[src/rtl/logic_pkg.sv]
// Shared definitions for the 4-bit gate front end: operand width and opcode encoding.
package logic_pkg;

    localparam int DATA_W = 4;

    typedef enum logic [1:0] {
        OP_AND  = 2'b00,
        OP_OR   = 2'b01,
        OP_NAND = 2'b10,
        OP_XOR  = 2'b11
    } op_e;

endpackage

[src/rtl/logic_gates.sv]
// 4-bit gate library: one bitwise gate per module, fixed width.
module and_gate (
    input  logic [3:0] a,
    input  logic [3:0] b,
    output logic [3:0] y
);
    assign y = a & b;
endmodule

module or_gate (
    input  logic [3:0] a,
    input  logic [3:0] b,
    output logic [3:0] y
);
    assign y = a | b;
endmodule

module nand_gate (
    input  logic [3:0] a,
    input  logic [3:0] b,
    output logic [3:0] y
);
    assign y = ~(a & b);
endmodule

module xor_gate (
    input  logic [3:0] a,
    input  logic [3:0] b,
    output logic [3:0] y
);
    assign y = a ^ b;
endmodule

[src/rtl/logic_sel.sv]
// Combinational result selector: all four gates evaluate in parallel, op picks one.
module logic_sel
    import logic_pkg::*;
(
    input  logic [DATA_W-1:0] a,
    input  logic [DATA_W-1:0] b,
    input  logic [1:0]        op,
    output logic [DATA_W-1:0] y
);

    logic [DATA_W-1:0] y_and;
    logic [DATA_W-1:0] y_or;
    logic [DATA_W-1:0] y_nand;
    logic [DATA_W-1:0] y_xor;

    and_gate  u_and  (.a(a), .b(b), .y(y_and));
    or_gate   u_or   (.a(a), .b(b), .y(y_or));
    nand_gate u_nand (.a(a), .b(b), .y(y_nand));
    xor_gate  u_xor  (.a(a), .b(b), .y(y_xor));

    // NOTE: a default assignment ahead of the case keeps this block free of latches.
    always_comb begin
        y = y_and;
        case (op_e'(op))
            OP_AND:  y = y_and;
            OP_OR:   y = y_or;
            OP_NAND: y = y_nand;
            OP_XOR:  y = y_xor;
            default: y = y_and;
        endcase
    end

endmodule

[src/rtl/logic_unit_pipe.sv]
// Two-stage valid/ready pipeline around logic_sel: operand register, result register
// with zero flag, and a wrapping count of output transfers.
module logic_unit_pipe #(
    parameter int DATA_W = 4,
    parameter int CNT_W  = 8
) (
    input  logic              clk,
    input  logic              reset,
    input  logic              in_valid,
    output logic              in_ready,
    input  logic [1:0]        in_op,
    input  logic [DATA_W-1:0] in_a,
    input  logic [DATA_W-1:0] in_b,
    output logic              out_valid,
    input  logic              out_ready,
    output logic [DATA_W-1:0] out_data,
    output logic [1:0]        out_op,
    output logic              out_zero,
    input  logic              clr_count,
    output logic [CNT_W-1:0]  op_count
);

    if (DATA_W != logic_pkg::DATA_W) begin : g_width_check
        $error("logic_unit_pipe: DATA_W must match the 4-bit gate library");
    end

    logic              s1_valid;
    logic [DATA_W-1:0] s1_a;
    logic [DATA_W-1:0] s1_b;
    logic [1:0]        s1_op;
    logic [DATA_W-1:0] sel_y;
    logic              in_xfer;
    logic              s1_adv;
    logic              out_xfer;

    // Stage 1 may refill in the same cycle it hands its entry to stage 2.
    assign in_ready = !reset && (!s1_valid || !out_valid || out_ready);
    assign in_xfer  = in_valid && in_ready;
    assign s1_adv   = s1_valid && (!out_valid || out_ready);
    assign out_xfer = out_valid && out_ready;

    // NOTE: sequential state uses non-blocking assignments so every register samples pre-edge values.
    always_ff @(posedge clk) begin
        if (reset) begin
            s1_valid <= 1'b0;
        end else if (in_xfer) begin
            s1_valid <= 1'b1;
        end else if (s1_adv) begin
            s1_valid <= 1'b0;
        end
    end

    // NOTE: operand registers carry no reset; s1_valid alone qualifies them.
    always_ff @(posedge clk) begin
        if (in_xfer) begin
            s1_a  <= in_a;
            s1_b  <= in_b;
            s1_op <= in_op;
        end
    end

    logic_sel u_sel (
        .a  (s1_a),
        .b  (s1_b),
        .op (s1_op),
        .y  (sel_y)
    );

    always_ff @(posedge clk) begin
        if (reset) begin
            out_valid <= 1'b0;
            out_data  <= '0;
            out_op    <= '0;
            out_zero  <= 1'b0;
        end else if (s1_adv) begin
            out_valid <= 1'b1;
            out_data  <= sel_y;
            out_op    <= s1_op;
            out_zero  <= (sel_y == '0);
        end else if (out_xfer) begin
            out_valid <= 1'b0;
        end
    end

    // A clear coinciding with a transfer counts that transfer.
    always_ff @(posedge clk) begin
        if (reset) begin
            op_count <= '0;
        end else if (clr_count) begin
            op_count <= out_xfer ? CNT_W'(1) : '0;
        end else if (out_xfer) begin
            op_count <= op_count + CNT_W'(1);
        end
    end

endmodule

[config.mk]
export PLATFORM = sky130hd
export DESIGN_NAME = logic_unit_pipe
export DESIGN_NICKNAME = d
export VERILOG_FILES = /design/src/rtl/logic_pkg.sv /design/src/rtl/logic_gates.sv /design/src/rtl/logic_sel.sv /design/src/rtl/logic_unit_pipe.sv
export SDC_FILE = /design/constraint.sdc
export NUM_CORES = 1
export LEC_CHECK = 0
export CAP_MARGIN = 40
export CELL_PAD_IN_SITES_DETAIL_PLACEMENT = 0
export CELL_PAD_IN_SITES_GLOBAL_PLACEMENT = 1
export CORE_MARGIN = 2
export CORE_UTILIZATION = 39
export DETAILED_ROUTE_END_ITERATION = 16
export GPL_ROUTABILITY_DRIVEN = 1
export PLACE_DENSITY_LB_ADDON = 0.1
export SYNTH_ARGS = -nofsm -noshare
export SYNTH_HDL_FRONTEND = slang
export SYNTH_SLANG_ARGS = --single-unit
[constraint.sdc]
create_clock -name clk -period 4.2 [get_ports clk]
set_input_delay 0.63 -clock clk [delete_from_list [all_inputs] [get_ports clk]]
set_output_delay 0.63 -clock clk [all_outputs]
set_load 0.05 [all_outputs]
==> metrics.csv, run 1 <==
stage;metric;value;unit
route;first_pass_iters;3;
worst_setup_path;max_stage_delay;0.83;ns
floorplanning;die_x;60.8;um
worst_setup_path;worstSetupPathType;in -> out;
global_routing;grt_use_total;0.121;
floorplanning;ios;32;
route;drtIter0Drc;19;
worst_setup_path;cp_cell_sequence;clkdlybuf4s50_1 > a21oi_1 > clkdlybuf4s50_1;
place;placed_cells;195;
worst_hold_path;hold_path_end;out_op[0]$_SDFFE_PP0P_;
synthesis;ys_ff_latch;27;
layout;fin_nets;180;
clocking;cts_setup_buffers;0;
global_routing;antenna_found_initial;0;
job;drv_cap;0;
floorplanning;die-area;3690;um2
worst_setup_path;regToRegStartpoint;s1_op[1]$_DFFE_PP_;
worst_setup_path;critPathArrivalTime;2.31;ns
sta;fin_worst_skew;0.00752;ns
worst_setup_path;rr_endpoint;out_zero$_SDFFE_PP0P_;
synthesis;yosysWarnings;0;
sta;period_needed;2.94;ns
worst_hold_path;min_path_type;reg -> reg;
worst_hold_path;min_from;out_op[0]$_SDFFE_PP0P_;
clocking;root_buffer;clkbuf_4;
sta;maxSlewViolCount;0;
route;wire_per_inst;10.2;um
worst_hold_path;min_path_cells;2;
power_and_ir_drop;p_total;464;uW
synthesis;synth_most_common_cell;dfxtp_1;
synthesis;post_synth.cell_area_avg;9.97;um2
synthesis;yosys-top-cells-count;dfxtp_1, nor2_1, a21oi_1;
route;vias_per_cell;4.43;
sta;setup_viol;0;
clocking;cts_buffers;3;
sta;fin_tns_setup;0;ns
worst_setup_path;crit_slowest_cell;clkdlybuf4s50_1;
worst_setup_path;path_max_fanout;12;
sta;post-route-period-util;0.700;
global_routing;overflow;0;
global_routing;grt_pass1_vias;778;
layout;area_growth;28.1;%
place;io_buffers;31;
worst_setup_path;cp_common_cell;clkdlybuf4s50_1;
synthesis;ys_async_sr_fraction;0;
power_and_ir_drop;irDropWorstVdd;127;uV
synthesis;syn_area;1260;um2
global_routing;grt_max_degree;15;
sta;grt_setup_unrepaired;no;
worst_setup_path;worst_ep_required_time;3.57;ns
power_and_ir_drop;powerDensity;288;nW/um2
synthesis;synth_edf_count;10;
power_and_ir_drop;leakagePower;0.641;nW
synthesis;synthDistinctLibCells;26;
worst_setup_path;reg2reg_slack;2.29;ns
clocking;clkTransAtPathRegs;0.13;ns
layout;insertedDiodeCount;0;
clocking;ctsHoldBuffers;0;
route;drc;0;
layout;drive_gt1_frac;0.0323;
worst_setup_path;crit_buf_inv;2;
layout;stdcell_count;199;
route;wirelength;2040;um
place;hpwl;1590;um
sta;hold_viol_final;0;
sta;max_freq;340;MHz
synthesis;postSynthNetCount;150;
floorplanning;start_util;0.411;
clocking;cts_resized;0;
sta;tightest_slew;0.496;ns
floorplanning;placementRows;20;
synthesis;yosysTopAreaCell;dfxtp_1;
clocking;cts_max_path_buffers;2;
place;gp_congestion;0.702;
clocking;htree_levels;1;
worst_setup_path;crit_path_end_kind;primary output;
sta;maxSlewHeadroom;0.668;
clocking;cts.sinks;27;
worst_setup_path;cp-start-kind;input port;
floorplanning;coreArea;3050;um2
run_status;status;finished, final reports clean;
worst_setup_path;critPathTopFamily;buffers and inverters;
synthesis;synth.area.top_cells;dfxtp_1, edfxtp_1, ha_1, xor2_1, a21oi_1;
floorplanning;die-height;60.8;um
synthesis;synthDominantCellAreaShare;0.271;
synthesis;ys.flop_type;dfxtp_1;
worst_setup_path;worstRegToRegCells;5;
synthesis;synthCells;126;
clocking;tritoncts;yes;
synthesis;synth_seq_area_share;0.510;
route;dr_total_vias;881;
clocking;clock_latency;0.31;ns
sta;holdWs;0.462;ns
global_routing;grt_pass1_wl;3240;um
route;detail-route-antenna-nets;0;
==> sequential cells by signal, summed over array words and instances (netlist names) <==
| signal | count |
|---|---|
| out_zero | 1 |
| s1_b | 4 |
| out_data | 4 |
| s1_a | 4 |
| op_count | 8 |
| out_valid | 1 |
| s1_op | 2 |
| out_op | 2 |
| s1_valid | 1 |
==> cell type report <==
cell class	instances	area, um2
tap	44	55.1
multi-input combinational	82	536
sequential	27	641
clock buffer	4	26.3
fill	296	1440
inverter	11	41.3
timing repair buffer	31	310
==> worst max path at each step <==
stage	startpoint	endpoint	slack [ns]	cells past startpoint
detailed placement	reset	in_ready	1.24	3
CTS	reset	in_ready	1.24	3
floorplan	out_valid$_SDFFE_PP0P_	s1_a[0]$_DFFE_PP_	1.92	3
finish	reset	in_ready	1.26	3
global placement	reset	in_ready	1.25	3
global route	reset	in_ready	1.15	3
==> worst register-to-register path, stage by stage (launching register included) <==
cell and delay, ns:
edfxtp_1 0.62, xor2_1 0.24, nor4b_1 0.24, a31oi_1 0.09, or4_1 0.51, a21oi_1 0.14
==> layer usage <==
layer,vias up,wire (um),global-route usage
li1,471,-,-
met1,389,977,0.157
met2,19,955,0.192
met3,2,90,0.0192
met4,0,15,0.0652
met5,-,0,0
==> report_power, final <==
part	internal, mW	switching [mW]
Combinational	0.0306	0.0375
Sequential	0.281	0.00703
Clock	0.0371	0.0705
Total	0.349	0.115
==> kinds of logic (layout without fill, tap and decap cells) <==
logic type / after synthesis / after routing / synth area share
mux: 3 / 3 / 0.0239
xor+xnor: 11 / 11 / 0.0767
fa+ha+maj: 9 / 9 / 0.0896
compound gates: 15 / 15 / 0.0647
simple gates: 44 / 44 / 0.171
flops: 27 / 27 / 0.510
buf+inv: 17 / 46 / 0.0637
==> placed cells by master, fill, tap and decap left out, drive strengths merged, types with 2 or more instances in the layout <==
cell / count
clkbuf: 4
a21oi: 13
nand3: 3
dfxtp: 17
xor2: 10
mux2i: 3
edfxtp: 10
ha: 9
nor2: 16
and2: 2
nor2b: 3
clkdlybuf4s50: 31
inv: 11
nand4: 2
nand2: 12
==> through the flow <==
stage,cell area (um2),setup slack (ns),util
final,1610,1.26,0.527
after global routing,1610,1.15,0.527
after CTS,1610,1.24,0.527
after detailed placement,1580,1.24,0.518
after global placement,1580,1.25,0.518
after floorplan,1260,1.92,-
(Power assumes the default switching activity.)
==> inputs of run 2 (changes only) <==
- CORE_UTILIZATION: 39 -> 36
- clock period: 4.2 -> 2.9 ns (I/O delays scaled with it)
==> metrics.csv, run 2 (synthesis gave the netlist of run 1 again) <==
stage;metric;value;unit
layout;mostFrequentLayoutCells;clkdlybuf4s50_1, dfxtp_1, nor2_1;
clocking;cts_max_path_buffers;2;
floorplanning;placementRows;21;
sta;grt_setup_unrepaired;no;
place;placed_cells;199;
global_routing;met2_usage;0.182;
worst_setup_path;critPathArrivalTime;2.05;ns
global_routing;grt_use_met3;0.0161;
sta;max_freq;403;MHz
worst_setup_path;cp_cell_sequence;clkdlybuf4s50_1 > nor2b_4 > a21oi_1 > clkdlybuf4s50_1;
global_routing;grt_pass1_wl;3570;um
sta;setup_viol;0;
worst_setup_path;worst_ep_required_time;2.47;ns
clocking;htree_levels;1;
clocking;clock_latency;0.32;ns
clocking;root_buffer;clkbuf_4;
layout;final_common_cell;clkdlybuf4s50_1;
place;hpwl;1620;um
route;vias_per_cell;4.39;
global_routing;met1_usage;0.149;
job;drv_cap;0;
layout;regMostFlops;op_count;
worst_setup_path;path_max_fanout;6;
layout;postLayoutCoreUtil;0.487;
power_and_ir_drop;irDropWorstVdd;159;uV
route;detail-route-antenna-nets;0;
worst_hold_path;min_path_type;reg -> reg;
global_routing;grt_max_degree;15;
global_routing;grt_pass1_vias;809;
route;wirelength;2120;um
clocking;cts_setup_buffers;0;
place;pre_cts_slack;0.408;ns
route;dr_total_vias;892;
sta;hold_viol_final;0;
clocking;cts_resized;0;
floorplanning;die-area;3980;um2
route;drc;0;
sta;post-route-period-util;0.856;
floorplanning;start_util;0.376;
clocking;ctsHoldBuffers;0;
worst_setup_path;crit_buf_inv;2;
place;io_buffers;31;
worst_setup_path;max_stage_delay;0.84;ns
clocking;clkTransAtPathRegs;0.14;ns
run_status;status;finished, final reports clean;
sta;fin_worst_skew;0.00270;ns
floorplanning;coreArea;3340;um2
global_routing;grt.busiest_layer;met2;
floorplanning;die_x;63.1;um
sta;maxSlewViolCount;0;
layout;area_growth;29.5;%
power_and_ir_drop;p_total;678;uW
place;gp_congestion;0.725;
worst_setup_path;cp_common_cell;clkdlybuf4s50_1;
global_routing;grt_use_total;0.114;
layout;fin_nets;182;
worst_setup_path;crit_path_end_kind;primary output;
worst_setup_path;crit_slowest_cell;clkdlybuf4s50_1;
floorplanning;ios;32;
worst_setup_path;critPathTopFamily;buffers and inverters;
layout;insertedDiodeCount;0;
global_routing;antenna_found_initial;0;
clocking;tritoncts;yes;
route;first_pass_iters;5;
clocking;cts_buffers;3;
layout;drive_gt1_frac;0.0446;
global_routing;overflow;0;
sta;tightest_slew;0.505;ns
layout;stdcell_count;203;
layout;largest_reg_flops;8;
power_and_ir_drop;powerDensity;417;nW/um2
clocking;cts.sinks;27;
sta;fin_tns_setup;0;ns
sta;maxSlewHeadroom;0.662;
power_and_ir_drop;leakagePower;0.651;nW
layout;fill_cells;341;
route;wire_per_inst;10.4;um
sta;fin_ws;0.417;ns
route;drtIter0Drc;16;
worst_setup_path;cp-start-kind;input port;
worst_setup_path;worstSetupPathType;in -> out;
floorplanning;die-height;63.1;um
sta;period_needed;2.48;ns
[run 2: cell types whose count changed in the layout (fill, tap and decap cells not counted), sizes merged]
cell  change
buf       +2
[run 2: stage by stage]
stage               hold slack [ns]  instance area [um2]
finish                        0.465                 1630
global route                  0.485                 1630
CTS                           0.467                 1630
detailed placement            0.448                 1600
global placement              0.444                 1600
floorplan                     0.503                 1260
[run 2: routing by layer]
metal / vias up / routed length, um
met5: - / 0
met4: 0 / 31
met3: 4 / 85
met2: 20 / 955
met1: 392 / 1050
li1: 476 / -
[run 2: power by group]
group          internal (mW)  total [mW]  switching [mW]
Combinational         0.0462       0.101          0.0544
Clock                 0.0538       0.160           0.106
Sequential             0.407       0.418          0.0107
Total                  0.507       0.678           0.171
[run 2: path summary, 6_finish.rpt]
kind	startpoint	endpoint	slack, ns	cells past startpoint
setup / recovery	out_ready	in_ready	0.42	4
hold / removal	out_op[1]$_SDFFE_PP0P_	out_op[1]$_SDFFE_PP0P_	0.47	2
setup reg to reg	s1_op[1]$_DFFE_PP_	out_zero$_SDFFE_PP0P_	0.98	5
hold reg to reg	out_op[1]$_SDFFE_PP0P_	out_op[1]$_SDFFE_PP0P_	0.47	2
[run 2: final cells by class]
cell class,count,area [um2],share of cell area
Timing Repair Buffer,33,325,0.200
Tap cell,46,57.6,0.0354
Inverter,11,41.3,0.0254
Sequential cell,27,641,0.394
Clock buffer,4,26.3,0.0162
Multi-Input combinational cell,82,536,0.329
[run 2: tightest hold or removal path, stage by stage (launching register included)]
cell and delay (ns):
dfxtp_1 0.33, nand2_1 0.05, a21oi_1 0.05
